### src/rtl/sparc_wb_pkg.sv
// Shared types and constants for the SPARC writeback stage.
// Decode helpers used by wb_stage_seq and wb_pair_splitter.
package sparc_wb_pkg;

  typedef enum logic [1:0] {
    IDLE = 2'd0,
    W1   = 2'd1,
    W2   = 2'd2
  } wb_state_e;

  localparam logic [1:0]  OP_LOAD    = 2'b11;
  localparam logic [1:0]  OP_BRSETHI = 2'b00;
  localparam logic [2:0]  OP2_SETHI  = 3'b100;
  localparam int unsigned REG_G0     = 0;

  // sethi 0,%g0 is the canonical NOP; rd is passed zero-extended to 32 bits.
  function automatic logic is_nop(input logic [1:0] op, input logic [2:0] op2,
                                  input logic [31:0] rd);
    return (op == OP_BRSETHI) && (op2 == OP2_SETHI) && (rd == REG_G0);
  endfunction

endpackage

### src/rtl/wb_pair_splitter.sv
// Produces the address/data/enable for one register-file write: the single or
// first half (high word for pairs) or the second half (base+1, low word).
module wb_pair_splitter
  import sparc_wb_pkg::*;
#(
  parameter int XLEN    = 32,
  parameter int RADDR_W = 5
) (
  input  logic [2*XLEN-1:0]  word,
  input  logic [RADDR_W-1:0] base,
  input  logic               is_double,
  input  logic               second,
  input  logic               write,
  output logic               we,
  output logic [RADDR_W-1:0] addr,
  output logic [XLEN-1:0]    data
);

  always_comb begin
    addr = base;
    data = word[XLEN-1:0];
    if (second) begin
      addr = {base[RADDR_W-1:1], 1'b1};
    end else if (is_double) begin
      data = word[2*XLEN-1:XLEN];
    end
    // %g0 is hardwired zero: each half is dropped independently.
    we = write && (addr != RADDR_W'(REG_G0));
  end

endmodule

### src/rtl/wb_stage_seq.sv
// Registered SPARC writeback stage: selects load/ALU data, drops NOPs and %g0
// writes, splits pair writes over two cycles. Optional counters: WB_PERF_CNT_EN.
module wb_stage_seq
  import sparc_wb_pkg::*;
#(
  parameter int XLEN    = 32,
  parameter int RADDR_W = 5
) (
  input  logic               clk,
  input  logic               reset,
  input  logic               in_valid,
  output logic               in_ready,
  input  logic [2*XLEN-1:0]  alures_in,
  input  logic [2*XLEN-1:0]  load_data_in,
  input  logic [RADDR_W-1:0] regD_in,
  input  logic [1:0]         op_in,
  input  logic [2:0]         op2_in,
  input  logic [5:0]         op3_in,
  input  logic               regWrite_in,
  input  logic               regWriteDouble_in,
  output logic               rf_we,
  output logic [RADDR_W-1:0] rf_waddr,
  output logic [XLEN-1:0]    rf_wdata,
  output logic               align_err
`ifdef WB_PERF_CNT_EN
  ,
  output logic [31:0]        retire_cnt,
  output logic [31:0]        nop_cnt
`endif
);

  wb_state_e state_reg, state_next;

  logic [2*XLEN-1:0]  word_reg;
  logic [RADDR_W-1:0] base_reg;
  logic               pair_reg;

  logic               accept;
  logic               nop;
  logic               do_double;
  logic               do_write;
  logic [2*XLEN-1:0]  sel;
  logic [RADDR_W-1:0] first_addr;

  logic               split_second;
  logic [2*XLEN-1:0]  split_word;
  logic [RADDR_W-1:0] split_base;
  logic               split_double;
  logic               split_write;
  logic               split_we;
  logic [RADDR_W-1:0] split_addr;
  logic [XLEN-1:0]    split_data;

  // op3 travels with the instruction but is not decoded in this stage.
  logic unused_op3;
  assign unused_op3 = ^op3_in;

  always_comb begin
    sel        = (op_in == OP_LOAD) ? load_data_in : alures_in;
    nop        = is_nop(op_in, op2_in, 32'(regD_in));
    in_ready   = !((state_reg == W1) && pair_reg);
    accept     = in_valid && in_ready;
    do_double  = !nop && regWriteDouble_in;
    do_write   = !nop && (regWriteDouble_in || regWrite_in);
    first_addr = do_double ? {regD_in[RADDR_W-1:1], 1'b0} : regD_in;

    // While the second half is owed, the splitter works from latched state only.
    split_second = !in_ready;
    split_word   = split_second ? word_reg : sel;
    split_base   = split_second ? base_reg : first_addr;
    split_double = split_second ? 1'b1     : do_double;
    split_write  = split_second ? 1'b1     : (accept && do_write);
  end

  always_comb begin
    state_next = IDLE;
    unique case (state_reg)
      W1: begin
        if (pair_reg)                state_next = W2;
        else if (accept && do_write) state_next = W1;
      end
      IDLE, W2: begin
        if (accept && do_write)      state_next = W1;
      end
      default: state_next = IDLE;
    endcase
  end

  wb_pair_splitter #(
    .XLEN    (XLEN),
    .RADDR_W (RADDR_W)
  ) u_splitter (
    .word      (split_word),
    .base      (split_base),
    .is_double (split_double),
    .second    (split_second),
    .write     (split_write),
    .we        (split_we),
    .addr      (split_addr),
    .data      (split_data)
  );

  always_ff @(posedge clk) begin
    if (reset) begin
      state_reg <= IDLE;
      word_reg  <= '0;
      base_reg  <= '0;
      pair_reg  <= 1'b0;
      rf_we     <= 1'b0;
      rf_waddr  <= '0;
      rf_wdata  <= '0;
      align_err <= 1'b0;
    end else begin
      state_reg <= state_next;
      pair_reg  <= in_ready && accept && do_double;
      if (accept) begin
        word_reg <= sel;
        base_reg <= first_addr;
      end
      rf_we     <= split_we;
      if (split_we) begin
        rf_waddr <= split_addr;
        rf_wdata <= split_data;
      end
      align_err <= accept && do_double && regD_in[0];
    end
  end

`ifdef WB_PERF_CNT_EN
  always_ff @(posedge clk) begin
    if (reset) begin
      retire_cnt <= '0;
      nop_cnt    <= '0;
    end else if (accept) begin
      if (nop) nop_cnt    <= nop_cnt + 32'd1;
      else     retire_cnt <= retire_cnt + 32'd1;
    end
  end
`endif

endmodule
### config.mk
export PLATFORM = sky130hd
export DESIGN_NAME = wb_stage_seq
export DESIGN_NICKNAME = d
export VERILOG_FILES = /design/src/rtl/sparc_wb_pkg.sv /design/src/rtl/wb_pair_splitter.sv /design/src/rtl/wb_stage_seq.sv
export SDC_FILE = /design/constraint.sdc
export NUM_CORES = 1
export LEC_CHECK = 0
export CORE_ASPECT_RATIO = 0.8
export CORE_MARGIN = 8
export CORE_UTILIZATION = 30
export DETAILED_ROUTE_END_ITERATION = 7
export PLACE_DENSITY_LB_ADDON = 0.15
export SYNTH_ARGS = -nofsm -noshare
export SYNTH_HDL_FRONTEND = slang
export SYNTH_SLANG_ARGS = --single-unit
### constraint.sdc
create_clock -name clk -period 2.5 [get_ports clk]
set_clock_uncertainty 0.15 [all_clocks]
set_input_delay 0.375 -clock clk [delete_from_list [all_inputs] [get_ports clk]]
set_output_delay 0.375 -clock clk [all_outputs]
set_load 0.03 [all_outputs]
# Word level (Yosys, flattened, before mapping)
# Cells that the tools add are included.
[totals] output_inout_bits=40 input_bits=149 ff_bits=111 elab_cells=44
[op_classes] muxes=12 n_reduce_logical=20 eq_ne=4
[ops] operator="$mux W64" count=2
[ops] operator="$mux W32" count=2
[ops] operator="$logic_and A1 B1 Y1" count=12
[ops] operator="$logic_not A5 Y1" count=1
[ops] operator="$mux W1" count=5
[ops] operator="$mux W5" count=1
[ops] operator="$reduce_bool A5 Y1" count=1
[ops] operator="$eq A2 B2 Y1 const B" count=2
[ops] operator="$logic_not A2 Y1" count=2
[ops] operator="$pmux W2 S2" count=1
[ops] operator="$eq A3 B3 Y1 const B" count=1
[ops] operator="$eq A2 B1 Y1 const B" count=1
[ops] operator="$logic_not A1 Y1" count=2
[ops] operator="$mux W2" count=1
[ops] operator="$reduce_or A2 Y1" count=1
[ops] operator="$logic_or A1 B1 Y1" count=1

# Logic depth before layout (Yosys ltp)
[depth] ltp_word=10 ltp_mapped=7 mapped_depth_nobuf=5

# Hierarchy
# From an unflattened synthesis, not the netlist that was laid out.
[unflattened] cells_unflattened=660 hier_area_um2=6291.0
[by_module_without_submodules] mod="wb_stage_seq" area_per_inst_um2=5689.2 seq_area_each_um2=2222.1 cells_per_inst=616 instances=1
[by_module_without_submodules] mod="wb_pair_splitter" area_per_inst_um2=601.8 seq_area_each_um2=0.0 cells_per_inst=44 instances=1

# Worst setup path after synthesis
# Ideal clock, no wire load.
[synth_timing] path_kind="input to register" startpoint="input port op2_in[1]" endpoint="register rf_wdata[23]" setup_slack_ns=0.307 required_ns=2.261 setup_time_ns=0.089 arrival_ns=1.954 path_buffers=1 cell_stages=5 path_cell_list="or4b_1 -> o31ai_4 -> buf_6 -> or3b_1 -> a311oi_2"
[synth_via] elab_chain_len=10 elab_cells_between_ends=16 cone_classes="eq/ne: 1; mux: 7; reduce/logical: 8"
[synth_rtl] element="from (decl)" line_no="wb_stage_seq.sv:17" rtl="input logic [2:0] op2_in,"
[synth_rtl] element="$eq A3 B3 Y1 *" line_no="sparc_wb_pkg.sv:19" rtl="return (op == OP_BRSETHI) && (op2 == OP2_SETHI) && (rd == REG_G0);"
[synth_rtl] element="$logic_and A1 B1 Y1 * (2 in series)" line_no="sparc_wb_pkg.sv:19"
[synth_rtl] element="$logic_not A1 Y1 *" line_no="wb_stage_seq.sv:63, wb_stage_seq.sv:64"
[synth_rtl] element="$logic_and A1 B1 Y1" line_no="wb_stage_seq.sv:63" rtl="do_double = !nop && regWriteDouble_in;"
[synth_rtl] element="$mux W1" line_no="wb_stage_seq.sv:65" rtl="first_addr = do_double ? {regD_in[RADDR_W-1:1], 1'b0} : regD_in;"
[synth_rtl] element="$mux W5" line_no="wb_stage_seq.sv:70" rtl="split_base = split_second ? base_reg : first_addr;"
[synth_rtl] element="$mux W1" line_no="wb_pair_splitter.sv:22" rtl="if (second) begin"
[synth_rtl] element="$reduce_bool A5 Y1" line_no="wb_pair_splitter.sv:28" rtl="we = write && (addr != RADDR_W'(REG_G0));"
[synth_rtl] element="$logic_and A1 B1 Y1" line_no="wb_pair_splitter.sv:28"
[synth_rtl] element="to (signal assigned)" line_no="wb_stage_seq.sv:123" rtl="rf_wdata <= split_data;"
[synth_rtl] element="to (decl)" line_no="wb_stage_seq.sv:23" rtl="output logic [XLEN-1:0] rf_wdata,"
# Every way passes the cells marked *; elsewhere a longest branch is shown, timed or not.
# A chain may end at the register's enable or synchronous reset.

# Final worst setup path
[layout_timing] startpoint="input port regD_in[4]" endpoint="register rf_wdata[5]"
[layout_via] elab_chain_len=9 elab_cells_between_ends=15 cone_classes="mux: 7; reduce/logical: 8"
[layout_rtl] element="from (decl)" line_no="wb_stage_seq.sv:15" rtl="input logic [RADDR_W-1:0] regD_in,"
[layout_rtl] element="$logic_not A5 Y1" line_no="sparc_wb_pkg.sv:19"
[layout_rtl] element="$logic_and A1 B1 Y1" line_no="sparc_wb_pkg.sv:19"
[layout_rtl] element="$logic_not A1 Y1" line_no="wb_stage_seq.sv:63, wb_stage_seq.sv:64"
[layout_rtl] element="$logic_and A1 B1 Y1" line_no="wb_stage_seq.sv:63"
[layout_rtl] element="$mux W1" line_no="wb_stage_seq.sv:65"
[layout_rtl] element="$mux W5" line_no="wb_stage_seq.sv:70"
[layout_rtl] element="$mux W1" line_no="wb_pair_splitter.sv:22"
[layout_rtl] element="$reduce_bool A5 Y1" line_no="wb_pair_splitter.sv:28"
[layout_rtl] element="$logic_and A1 B1 Y1" line_no="wb_pair_splitter.sv:28"
# Parallel ways exist; a longest one is shown, timed or not.

==> flow_summary.ini <==
[power_and_ir_drop]
leakagePower_uw = 0.00278
pwr_density_cell_nw_per_um2 = 542
power.switching_fraction_pct = 26.8
total_power_uw = 3740
power.sequential.fraction_pct = 37.2
power_frac_clock_pct = 36.5
power_frac_comb_pct = 26.3
power.switching_uw = 1000
power.ir.vdd_worst_v = 0.000319
internal_power_uw = 2730

[critical_path]
crit-reg2reg-launch = state_reg[1]
crit_required_ns = 2.59
crit_fanout = 11
crit_path_start_kind = primary input
end_kind = flop
worst_path_arrival_ns = 2.53
critical_path_start = regD_in[4]
critPathKind = primary input to flop

[hold_path]
timing.hold.worst.class = flop to flop
min_delay_startpoint = base_reg[3]

[timing]
maxSlewHeadroom_pct = 62.3
finalHoldViolCount = 0
setup_ws_ns = 0.0615
worstMarginPinSlew_ns = 0.565
fmax_ghz = 0.410
final_max_slew_viol_count = 0
grt_setup_unrepaired = no
final.min_clock_period_ns = 2.44
timing.final.crit_share_pct = 97.5
holdWs_ns = 0.308
final_setup_violating_endpoints = 0

[floorplanning]
num_rows = 39
fp.dieW_microns = 151
initial_core_util_pct = 30.5
core_sq_um = 14200
die_height_microns = 124
floorplan.io_pins = 189
design.die.area_sq_um = 18600

[synth]
synth_fp_nets = 620
synth_top_cells_by_area = sky130_fd_sc_hd__dfxtp_1, sky130_fd_sc_hd__mux2i_1, sky130_fd_sc_hd__a311oi_2
synth.distinct_cells = 33
number_of_synthesized_register_bits = 78
ys_seq_area_share_pct = 35.9
primary_flip_flop_cell_chosen_by_synthesis_mapping = sky130_fd_sc_hd__dfxtp_1
synth_top_cell_area_share_pct = 35.9
synth-warning-count = 0
async_reset_ff_share_pct = 0
synth_area_per_cell_sq_um = 9.24
postSynthCellCount = 471
synthesis.area_sq_um = 4350
synth_enable_flop_cells = 0
synth_top_cell_by_area = sky130_fd_sc_hd__dfxtp_1

[global_route]
global_route.usage.total_pct = 15.1
grt_max_degree = 75
global_route_wire_length_before_repair_microns = 22400
grt_remaining_overflow = 0
number_of_antenna_violations_at_the_first_check_in_global_routing = 0
vias_in_the_first_global_route = 4404

[drt]
first_pass_detailed_route_iteration_total = 4
viasPerCell = 5.03
vias = 4200
totalWireLength_microns = 14500
postRouteAntennaNets = 0
routed_wire_length_per_instance_microns = 17.4
drt_first_iter_violations = 166
post-route-drc-count = 0

[clock_network]
cts.sinks = 78
clock_tree.buffer_depth = 2
hold_buffers = 0
clock_tree.htree_level_count = 3
cts_tree = built
cts.clk_slew.worst_paths_ns = 0.06
worst_skew_pair.late_latency_ns = 0.33
numCtsBuffers = 9
clock_tree.root_cell = sky130_fd_sc_hd__clkbuf_16

[final_layout]
proportion_of_layout_cells_with_a_drive_suffix_above_1_pct = 13.2
postLayoutCoreUtil_pct = 48.4
seqCellArea_sq_um = 1560
mostFrequentLayoutCell = sky130_fd_sc_hd__clkdlybuf4s50_1
multiInputGateArea_sq_um = 2600
finish.net_count = 796
layout.cell_area.non_filler_sq_um = 6900
n_antenna_cell = 0
fill_count = 1326
layout_common_cells = sky130_fd_sc_hd__clkdlybuf4s50_1, sky130_fd_sc_hd__dfxtp_1, sky130_fd_sc_hd__mux2i_1, sky130_fd_sc_hd__nor2_1, sky130_fd_sc_hd__nor3_1
area_growth_syn_to_layout_pct = 58.5

[placed_design]
dp_slack_ns = -0.284
globalplace.congestion = 0.762
detailed_place_hpwl_microns = 10500
dpl_cell_area_sq_um = 6550
port_buffers = 182

[outcome]
result_of_the_run = finished clean

[job]
drv_cap = 0
## area by class of cell
| cell class | instances | share of cell area [%] |
|---|---|---|
| timing repair buffer | 214 | 31.8 |
| sequential | 78 | 22.6 |
| multi-input combinational | 342 | 37.7 |
| tap | 184 | 3.34 |
| inverter | 2 | 0.109 |
| clock buffer | 10 | 3.32 |
| clock inverter | 5 | 1.09 |
## cells in the mapped netlist (2+ instances only)
cell	count
sky130_fd_sc_hd__or3b_1	31
sky130_fd_sc_hd__nand2_1	19
sky130_fd_sc_hd__nor2_1	36
sky130_fd_sc_hd__nor3_1	36
sky130_fd_sc_hd__nand2b_1	32
sky130_fd_sc_hd__and2_1	2
sky130_fd_sc_hd__a311oi_1	7
sky130_fd_sc_hd__clkbuf_1	43
sky130_fd_sc_hd__a311oi_2	28
sky130_fd_sc_hd__a21oi_1	5
sky130_fd_sc_hd__a211oi_1	32
sky130_fd_sc_hd__or2_2	2
sky130_fd_sc_hd__o21ai_0	33
sky130_fd_sc_hd__buf_6	3
sky130_fd_sc_hd__buf_2	3
sky130_fd_sc_hd__inv_1	2
sky130_fd_sc_hd__dfxtp_1	78
sky130_fd_sc_hd__mux2i_1	64
## final timing paths
check,end,slack [ns],cells after the start
max,rf_wdata[5],0.06,7
min,base_reg[3],0.31,2
max reg2reg,rf_wdata[21],0.54,6
min reg2reg,base_reg[3],0.31,2
## power by group through the flow
stage	clock, uW	sequential [uW]	combinational, uW
6_report	1360	1390	983
3_5_place_dp	0	1420	985
4_1_cts	1400	1390	989
5_1_grt	1440	1400	1060
2_1_floorplan	0	1520	398
3_3_place_gp	0	1410	971
## what timing repair did
| item | in CTS | in global routing |
|---|---|---|
| gates resized for setup | 0 | 3 |
| buffers inserted | 0 | 1 |
| endpoints found under the hold margin | 0 | 0 |
| setup endpoints to repair | 0 | 6 |
## logic make-up after synthesis
group / Yosys count / share of synthesized area (%)
compound gates: 113 / 22.9
flops: 78 / 35.9
buf+inv: 51 / 5.00
mux: 64 / 14.7
simple gates: 165 / 21.6
## worst max-delay path, stage by stage
cell,delay (ns)
sky130_fd_sc_hd__clkdlybuf4s50_1,0.44
sky130_fd_sc_hd__or4_4,0.58
sky130_fd_sc_hd__o31ai_4,0.24
sky130_fd_sc_hd__buf_6,0.16
sky130_fd_sc_hd__clkbuf_16,0.16
sky130_fd_sc_hd__or3b_1,0.36
sky130_fd_sc_hd__a311oi_2,0.20
## metal layers
metal | global-route usage, % | vias to the layer above | routed length (microns)
li1 | - | 2105 | -
met1 | 17.8 | 1938 | 6440
met2 | 25.4 | 142 | 6670
met3 | 5.30 | 15 | 1200
met4 | 5.12 | 0 | 214
met5 | 0 | - | 0
## through the flow
stage | instances | TNS (ns)
3_5_place_dp | 818 | -7.58
3_3_place_gp | 818 | -6.37
6_report | 835 | 0
5_1_grt | 835 | 0
4_1_cts | 833 | 0
2_1_floorplan | 471 | 0
Power figures use the tool's default switching activity.
